`src/rtl/synth_pkg.sv`:
```
// Shared constants and encodings for the voice allocation front end.
package synth_pkg;
  localparam int NUM_VOICES  = 256;
  localparam int VOICE_W     = 8;
  localparam int MIDI_W      = 7;
  localparam int HOLD_CYCLES = 4;

  typedef enum logic [1:0] {
    ST_IDLE = 2'd0,
    ST_SCAN = 2'd1,
    ST_EMIT = 2'd2,
    ST_HOLD = 2'd3
  } state_t;

  typedef enum logic [1:0] {
    UPD_ALLOC  = 2'd0,
    UPD_RETRIG = 2'd1,
    UPD_STEAL  = 2'd2,
    UPD_OFF    = 2'd3
  } upd_kind_t;
endpackage

```
`src/rtl/voice_table.sv`:
```
// Per-voice active/note storage with one combinational read port, one write port
// and the saturating count of active voices.
module voice_table
  import synth_pkg::*;
#(
  parameter int NUM_VOICES = synth_pkg::NUM_VOICES,
  parameter int VOICE_W    = synth_pkg::VOICE_W
) (
  input  logic                 clk,
  input  logic                 reset,
  input  logic [VOICE_W-1:0]   rd_idx,
  output logic                 rd_active,
  output logic [MIDI_W-1:0]    rd_note,
  input  logic                 wr_en,
  input  logic                 wr_set,
  input  logic [VOICE_W-1:0]   wr_idx,
  input  logic [MIDI_W-1:0]    wr_note,
  input  logic                 cnt_inc,
  input  logic                 cnt_dec,
  output logic [VOICE_W:0]     active_count
);
  localparam logic [VOICE_W:0] CNT_MAX = (VOICE_W+1)'(NUM_VOICES);

  logic [NUM_VOICES-1:0] active;
  logic [MIDI_W-1:0]     note_mem [NUM_VOICES];

  assign rd_active = active[rd_idx];
  assign rd_note   = note_mem[rd_idx];

  always_ff @(posedge clk or posedge reset) begin
    if (reset) begin
      active       <= '0;
      active_count <= '0;
      for (int i = 0; i < NUM_VOICES; i++) note_mem[i] <= '0;
    end else begin
      if (wr_en) begin
        active[wr_idx] <= wr_set;
        if (wr_set) note_mem[wr_idx] <= wr_note;
      end
      if (cnt_inc && active_count != CNT_MAX)
        active_count <= active_count + 1'b1;
      else if (cnt_dec && active_count != '0)
        active_count <= active_count - 1'b1;
    end
  end
endmodule

```
`src/rtl/voice_allocator.sv`:
```
// Turns MIDI note events into held per-voice updates: retrigger, first free voice,
// or round-robin steal for note-on; matching voice for note-off.
module voice_allocator
  import synth_pkg::*;
#(
  parameter int NUM_VOICES  = synth_pkg::NUM_VOICES,
  parameter int VOICE_W     = synth_pkg::VOICE_W,
  parameter int HOLD_CYCLES = synth_pkg::HOLD_CYCLES
) (
  input  logic                 clk,
  input  logic                 reset,
  input  logic                 evt_valid,
  output logic                 evt_ready,
  input  logic                 evt_note_on,
  input  logic [MIDI_W-1:0]    evt_note,
  input  logic [MIDI_W-1:0]    evt_velocity,
  output logic                 upd_note_status,
  output logic [VOICE_W-1:0]   upd_voice_index,
  output logic [MIDI_W-1:0]    upd_midi_note,
  output logic [MIDI_W-1:0]    upd_velocity,
  output logic                 upd_ready_flag,
  output logic                 voice_stolen,
  output logic [VOICE_W:0]     active_count
);
  localparam int HC_W = (HOLD_CYCLES > 1) ? $clog2(HOLD_CYCLES) : 1;
  localparam logic [HC_W-1:0]    HOLD_LAST = HC_W'(HOLD_CYCLES - 1);
  localparam logic [VOICE_W-1:0] IDX_LAST  = VOICE_W'(NUM_VOICES - 1);

  state_t              state, state_nxt;
  upd_kind_t           sel_kind;
  logic [VOICE_W-1:0]  idx, free_idx, sel_voice, steal_ptr, free_sel;
  logic                free_found, lat_on, hit, scan_last, free_now;
  logic [MIDI_W-1:0]   lat_note, lat_vel, rd_note;
  logic                rd_active;
  logic [HC_W-1:0]     hold_cnt;

  voice_table #(.NUM_VOICES(NUM_VOICES), .VOICE_W(VOICE_W)) u_table (
    .clk          (clk),
    .reset        (reset),
    .rd_idx       (idx),
    .rd_active    (rd_active),
    .rd_note      (rd_note),
    .wr_en        (state == ST_EMIT),
    .wr_set       (sel_kind != UPD_OFF),
    .wr_idx       (sel_voice),
    .wr_note      (lat_note),
    .cnt_inc      (state == ST_EMIT && sel_kind == UPD_ALLOC),
    .cnt_dec      (state == ST_EMIT && sel_kind == UPD_OFF),
    .active_count (active_count)
  );

  always_ff @(posedge clk or posedge reset) begin
    if (reset) state <= ST_IDLE;
    else       state <= state_nxt;
  end

  always_comb begin
    hit       = rd_active && (rd_note == lat_note);
    scan_last = (idx == IDX_LAST);
    free_now  = free_found || !rd_active;
    free_sel  = free_found ? free_idx : idx;
    evt_ready = (state == ST_IDLE);
    state_nxt = state;
    case (state)
      ST_IDLE: if (evt_valid) state_nxt = ST_SCAN;
      ST_SCAN: begin
        if (hit)            state_nxt = ST_EMIT;
        else if (scan_last) state_nxt = lat_on ? ST_EMIT : ST_IDLE;
      end
      ST_EMIT: state_nxt = ST_HOLD;
      ST_HOLD: if (hold_cnt == HOLD_LAST) state_nxt = ST_IDLE;
      default: state_nxt = ST_IDLE;
    endcase
  end

  always_ff @(posedge clk or posedge reset) begin
    if (reset) begin
      idx             <= '0;
      free_idx        <= '0;
      free_found      <= 1'b0;
      sel_voice       <= '0;
      sel_kind        <= UPD_ALLOC;
      steal_ptr       <= '0;
      lat_on          <= 1'b0;
      lat_note        <= '0;
      lat_vel         <= '0;
      hold_cnt        <= '0;
      upd_note_status <= 1'b0;
      upd_voice_index <= '0;
      upd_midi_note   <= '0;
      upd_velocity    <= '0;
      upd_ready_flag  <= 1'b0;
      voice_stolen    <= 1'b0;
    end else begin
      upd_ready_flag <= 1'b0;
      voice_stolen   <= 1'b0;
      case (state)
        ST_IDLE: if (evt_valid) begin
          // A zero-velocity note-on is a note-off by MIDI convention
          lat_on     <= evt_note_on && (evt_velocity != '0);
          lat_note   <= evt_note;
          lat_vel    <= evt_velocity;
          idx        <= '0;
          free_found <= 1'b0;
        end
        ST_SCAN: begin
          idx <= idx + 1'b1;
          if (lat_on && !rd_active && !free_found) begin
            free_found <= 1'b1;
            free_idx   <= idx;
          end
          if (hit) begin
            sel_voice <= idx;
            sel_kind  <= lat_on ? UPD_RETRIG : UPD_OFF;
          end else if (scan_last && lat_on) begin
            if (free_now) begin
              sel_voice <= free_sel;
              sel_kind  <= UPD_ALLOC;
            end else begin
              sel_voice <= steal_ptr;
              sel_kind  <= UPD_STEAL;
              steal_ptr <= steal_ptr + 1'b1;
            end
          end
        end
        ST_EMIT: begin
          upd_note_status <= (sel_kind != UPD_OFF);
          upd_voice_index <= sel_voice;
          upd_midi_note   <= lat_note;
          upd_velocity    <= (sel_kind == UPD_OFF) ? '0 : lat_vel;
          upd_ready_flag  <= 1'b1;
          voice_stolen    <= (sel_kind == UPD_STEAL);
          hold_cnt        <= '0;
        end
        ST_HOLD: hold_cnt <= hold_cnt + 1'b1;
        default: ;
      endcase
    end
  end
endmodule

```
`config.mk`:
```
export PLATFORM = sky130hd
export DESIGN_NAME = voice_allocator
export DESIGN_NICKNAME = d
export VERILOG_FILES = /design/src/rtl/synth_pkg.sv /design/src/rtl/voice_table.sv /design/src/rtl/voice_allocator.sv
export SDC_FILE = /design/constraint.sdc
export NUM_CORES = 2
export LEC_CHECK = 0
export CORE_MARGIN = 2
export CORE_UTILIZATION = 35
export DETAILED_ROUTE_END_ITERATION = 8
export HOLD_SLACK_MARGIN = 0.08
export PLACE_DENSITY = 0.54
export REMOVE_ABC_BUFFERS = 1
export SYNTH_ARGS = -nofsm -noshare
export SYNTH_HDL_FRONTEND = slang
export SYNTH_SLANG_ARGS = --single-unit
```
`constraint.sdc`:
```
create_clock -name clk -period 196.6 [get_ports clk]
set_input_delay 39.32 -clock clk [delete_from_list [all_inputs] [get_ports clk]]
set_output_delay 39.32 -clock clk [all_outputs]
set_load 0.05 [all_outputs]
```
* After elaboration in Yosys (flattened, before gate mapping)
Cells that the tools add are included.
** Operators by class
- Magnitude comparators :: 6
- $add $sub $neg :: 5
- Muxes and demuxes :: 36
- Reductions and logical operators :: 30
- Bitwise logic cells :: 4
- Equality and inequality tests :: 14
** Operators by type and width (number)
- 1792-bit bitwise mux :: 1
- 256-bit bitwise mux :: 1
- 7-bit binary-select mux with 8-bit select :: 1
- 7-bit demux with 8-bit select :: 1
- 8-bit 2-to-1 mux :: 5
- 7-bit 2-to-1 mux :: 4
- 9-bit >= comparator, second input constant :: 2
- 8-bit by 9-bit < comparator with 1-bit output, second input constant :: 2
- 2-bit 2-to-1 mux :: 9
- 9-bit 2-to-1 mux :: 2
- 8-bit inverter with 9-bit output :: 2
- 8-bit by 1-bit adder with 8-bit output, second input constant :: 2
- 8-bit case mux with 2 select lines :: 1
- 1-bit logical AND :: 11
- 2-bit == test, second input constant :: 5
- 2-bit AND reduction :: 5
- 9-bit by 1-bit adder with 9-bit output, second input constant :: 1
- 9-bit by 1-bit < comparator with 1-bit output, second input constant :: 1
- 9-bit != test, second input constant :: 1
- 9-bit nonzero test :: 1
- 9-bit by 1-bit subtractor with 9-bit output, second input constant :: 1
- 1-bit binary-select mux with 8-bit select :: 1
- 1-bit demux with 8-bit select :: 1
- 8-bit == test, second input constant :: 1
- 18 further kinds :: 33
** Word-level totals
- Flip-flop bits (word level) :: 2136
- Input bits :: 18
- Output and inout port bits :: 35
- Logic and storage cells :: 370

* Depth between registers and ports, before layout
- Word-level depth :: 8
- Depth in mapped cells :: 18
- Depth with buffers taken out :: 15

* Modules after synthesis
Synthesis repeated with hierarchy kept, for this count alone.
** Second synthesis, totals
- Cells, all modules :: 6967
- Area total of the unflattened synthesis :: 97987.7 µm²
** Modules (own cells, without submodules)
- voice_table :: cells an instance 6589, seq. area each 51474.4 µm², area an instance 94314.2 µm², times used 1
- voice_allocator :: cells an instance 378, seq. area each 1976.9 µm², area an instance 3673.5 µm², times used 1

* Least setup slack after synthesis
Ideal clock, no wire load.
- Kind :: flip-flop to output port
- Start :: register (tool-made name)
- End :: output port evt_ready
- Cell stages (with the launch flop) :: 3
- Buffers on the path :: 1
- Data arrival time :: 1272 ps
- Setup slack :: 156008 ps
- Required time :: 157280 ps
- Cell sequence :: dfrtp_1 -> clkbuf_1 -> nor2_1
** RTL lines
- end: declaration :: RTL line voice_allocator.sv:13 : output logic evt_ready,

==> flow_metrics.py <==
metrics = {
    "die": {
        "num_rows": 192,
        "top_level_ports": 53,
        "start_util": 0.353,
        "die-width_um": 530,
        "chipHeight_um": 530,
        "core_area_um2": 274000,
        "dieArea_um2": 280000,
    },
    "cts": {
        "cts_hold_buf": 0,
        "insertion_delay_ns": 0.91,
        "cts_tree": "built",
        "post_cts_buffers": 0,
        "cts_sinks": 2136,
        "cts_buffers": 227,
        "clkSlewWorstSetupHoldPaths_ns": 0.06,
        "clock_path_buffers": 3,
        "post_cts_resized": 0,
        "cts_root_buf": "clkbuf_16",
        "cts_max_level": 4,
    },
    "global_route": {
        "first_global_vias": 63992,
        "grt_first_pass_wirelength_um": 474000,
        "track_usage": 0.232,
        "grt_remaining_overflow": 0,
        "antenna_found_initial": 29,
        "grt_max_degree": 184,
    },
    "final_layout": {
        "synthToLayoutAreaGrowth_pct": 11.9,
        "drive_gt1_frac": 0.307,
        "layout.cells.non_filler": 11269,
        "nNetsFinal": 7389,
        "nFillCells": 25695,
    },
    "critical_path": {
        "critPathArrivalTime_ns": 44.78,
        "worstPathCellList": "clkdlybuf4s50_1 > inv_8 > buf_12 > buf_4 > buf_4 > buf_4 > buf_4",
        "worstSetupStartpointType": "input pin",
        "slowest_delay_ns": 0.86,
        "critical_path.startpoint": "reset",
        "slowest_stage": "buf_4",
        "cp_common_cell": "buf_4",
        "cp-end-kind": "async pin",
        "crit_required_ns": 197.53,
        "cp_num_buf_inv": 7,
        "reg2reg_from": "idx[0]",
        "cp_max_fo": 183,
        "path_class": "input pin to async pin",
        "crit_family": "buffers and inverters",
    },
    "sta": {
        "fin_setup_tns_ns": 0,
        "skew_ns": 0.0548,
        "hold_viol_final": 0,
        "setup_viol": 0,
        "max_freq_mhz": 22.8,
        "finalCritPeriodShare": 0.223,
        "rsz0062_at_grt": "false",
        "drv_slew": 0,
        "fin_crit_ns": 43.85,
        "tightest_slew_ns": 1.33,
        "relSlewSlack": 0.104,
    },
    "synthesis": {
        "synthArstFlopShare": 1.00,
        "syn_avg_cell_area_um2": 12.7,
        "ys_seq_elements": 2136,
        "yosysTopAreaCellShare": 0.553,
        "synth_flop_cell": "dfrtp_1",
        "synth_most_common_cell": "dfrtp_1",
        "yosysSeqAreaShare": 0.553,
        "synth_area_leaders": "dfrtp_1 (55%), mux2_2 (15%), mux4_2 (11%)",
        "synth_warnings": 0,
        "syn-instance-count": 7606,
        "synth_cell_types": 72,
        "synth_common_cells": "dfrtp_1 (2136), mux2_2 (1255), nand2_1 (1205)",
        "synth-edff-count": 0,
        "yosysTopAreaCell": "dfrtp_1",
        "syn_area_um2": 96700,
    },
    "detailed_routing": {
        "wl_um": 326000,
        "vias": 64742,
        "drtIter0Drc": 6553,
        "avgRoutedWirePerCell_um": 29.0,
        "first_pass_iters": 8,
        "routed_via_density": 5.75,
        "drtAntennaViolNets": 0,
        "post-route-drc-count": 0,
    },
    "run_status": {
        "status": "completed",
    },
    "pwr": {
        "seqPwrFrac": 0.384,
        "pwr_density_cell_nw_per_um2": 11.2,
        "switchingPower_w": 0.000440,
        "leakage_nw": 50.8,
        "internal_power_w": 0.000775,
        "p_sw_frac": 0.362,
        "clkPwrFrac": 0.359,
        "ir_worst_vdd_mv": 0.00951,
        "combPwrFrac": 0.257,
    },
    "placement": {
        "numPortBuffers": 52,
        "placed_cells": 10817,
        "hpwl_um": 199000,
        "place.gp.congestion": 0.913,
    },
    "worst_hold_path": {
        "hold_start": "steal_ptr[7]",
        "hold_path_class": "flop to flop",
    },
    "run": {
        "maxCapViolations": 0,
    },
}
==> metal layers <==
layer,up-vias,share of wire,global-route usage
li1,26882,-,-
met1,34344,0.42,0.315
met2,2800,0.45,0.350
met3,704,0.083,0.0571
met4,12,0.047,0.103
met5,-,0.00028,0
==> cell type report <==
cell class              count  area, um^2  share of cell area
inverters                  22         110             0.00102
clock buffers             355        6750              0.0624
multi-input cells        4737       40300               0.372
well taps                3686        4610              0.0426
flip-flops and latches   2136       53500               0.495
diodes                     31        77.6            0.000717
repair buffers            236        2000              0.0185
clock inverters            66         851             0.00787
==> placed cells by master, fill, tap and decap left out, drive strengths merged, types with 13 or more instances in the layout <==
master	synthesis	layout
a211oi	26	26
a21oi	56	56
a221oi	27	27
a22o	21	21
a22oi	50	50
a31oi	23	23
a32oi	13	13
buf	136	184
clkbuf	575	355
clkdlybuf4s50	0	52
clkinv	4	47
dfrtp	2136	2136
diode	0	31
inv	18	29
mux2	1255	1255
mux2i	184	184
mux4	457	457
nand2	1205	1205
nand2b	43	43
nand3	40	40
nand4	17	17
nor2	108	108
nor2b	14	14
nor3	54	54
o211ai	15	15
o21ai	919	919
o221ai	26	26
o22ai	31	31
==> power by group through the flow <==
stage	clock, W	combinational [W]	sequential (W)
after global routing	0.000463	0.000323	0.000467
after CTS	0.000443	0.000312	0.000466
after detailed placement	0	0.000312	0.000474
after floorplan	0	0.000178	0.000522
final	0.000436	0.000312	0.000466
after global placement	0	0.000310	0.000473
==> path summary, 6_finish.rpt <==
| check | slack (ns) | cells after the start | endpoint |
|---|---|---|---|
| hold reg to reg | 0.47 | 1 | steal_ptr[7] |
| setup / recovery | 152.75 | 7 | u_table.note_mem[422] |
| min in group asynchronous | 38.93 | 2 | u_table.note_mem[512] |
| max in group clk | 154.61 | 2 | evt_ready |
| hold / removal | 0.47 | 1 | steal_ptr[7] |
| setup reg to reg | 188.75 | 15 | sel_voice[6] |
==> kinds of logic (layout without fill, tap and decap cells) <==
group / count (synthesis) / in the layout / share of synthesized area
adders and majority gates: 11 / 11 / 0.00150
and+or+nand+nor: 1538 / 1538 / 0.0649
other: 0 / 31 / 0
buffers and inverters: 733 / 679 / 0.0322
muxes: 1896 / 1896 / 0.272
DFF: 2136 / 2136 / 0.553
AOI/OAI and AO/OA: 1276 / 1276 / 0.0752
xor gates and xnor gates: 16 / 16 / 0.00145
==> registers in the layout (all words and copies together), names as in the netlist, 2 cells and up, named ones only <==
name,count
idx,8
steal_ptr,8
lat_note,7
hold_cnt,2
free_idx,8
u_table.active,256
sel_kind,2
lat_vel,7
u_table.note_mem,1792
upd_velocity,7
upd_voice_index,8
u_table.active_count,9
upd_midi_note,7
sel_voice,8
==> per-stage QoR <==
step                      worst slack, ns  hold slack [ns]  total power (W)  instance area (um^2)   util
after floorplan                     96.94            0.434         0.000700                 93600      -
after global placement             151.75            0.455         0.000783                100000  0.367
after detailed placement           151.61            0.458         0.000785                100000  0.367
after CTS                          152.58            0.469          0.00122                108000  0.394
after global routing               151.98            0.491          0.00125                108000  0.394
final                              152.75            0.467          0.00121                108000  0.395
(Power assumes the default switching activity.)
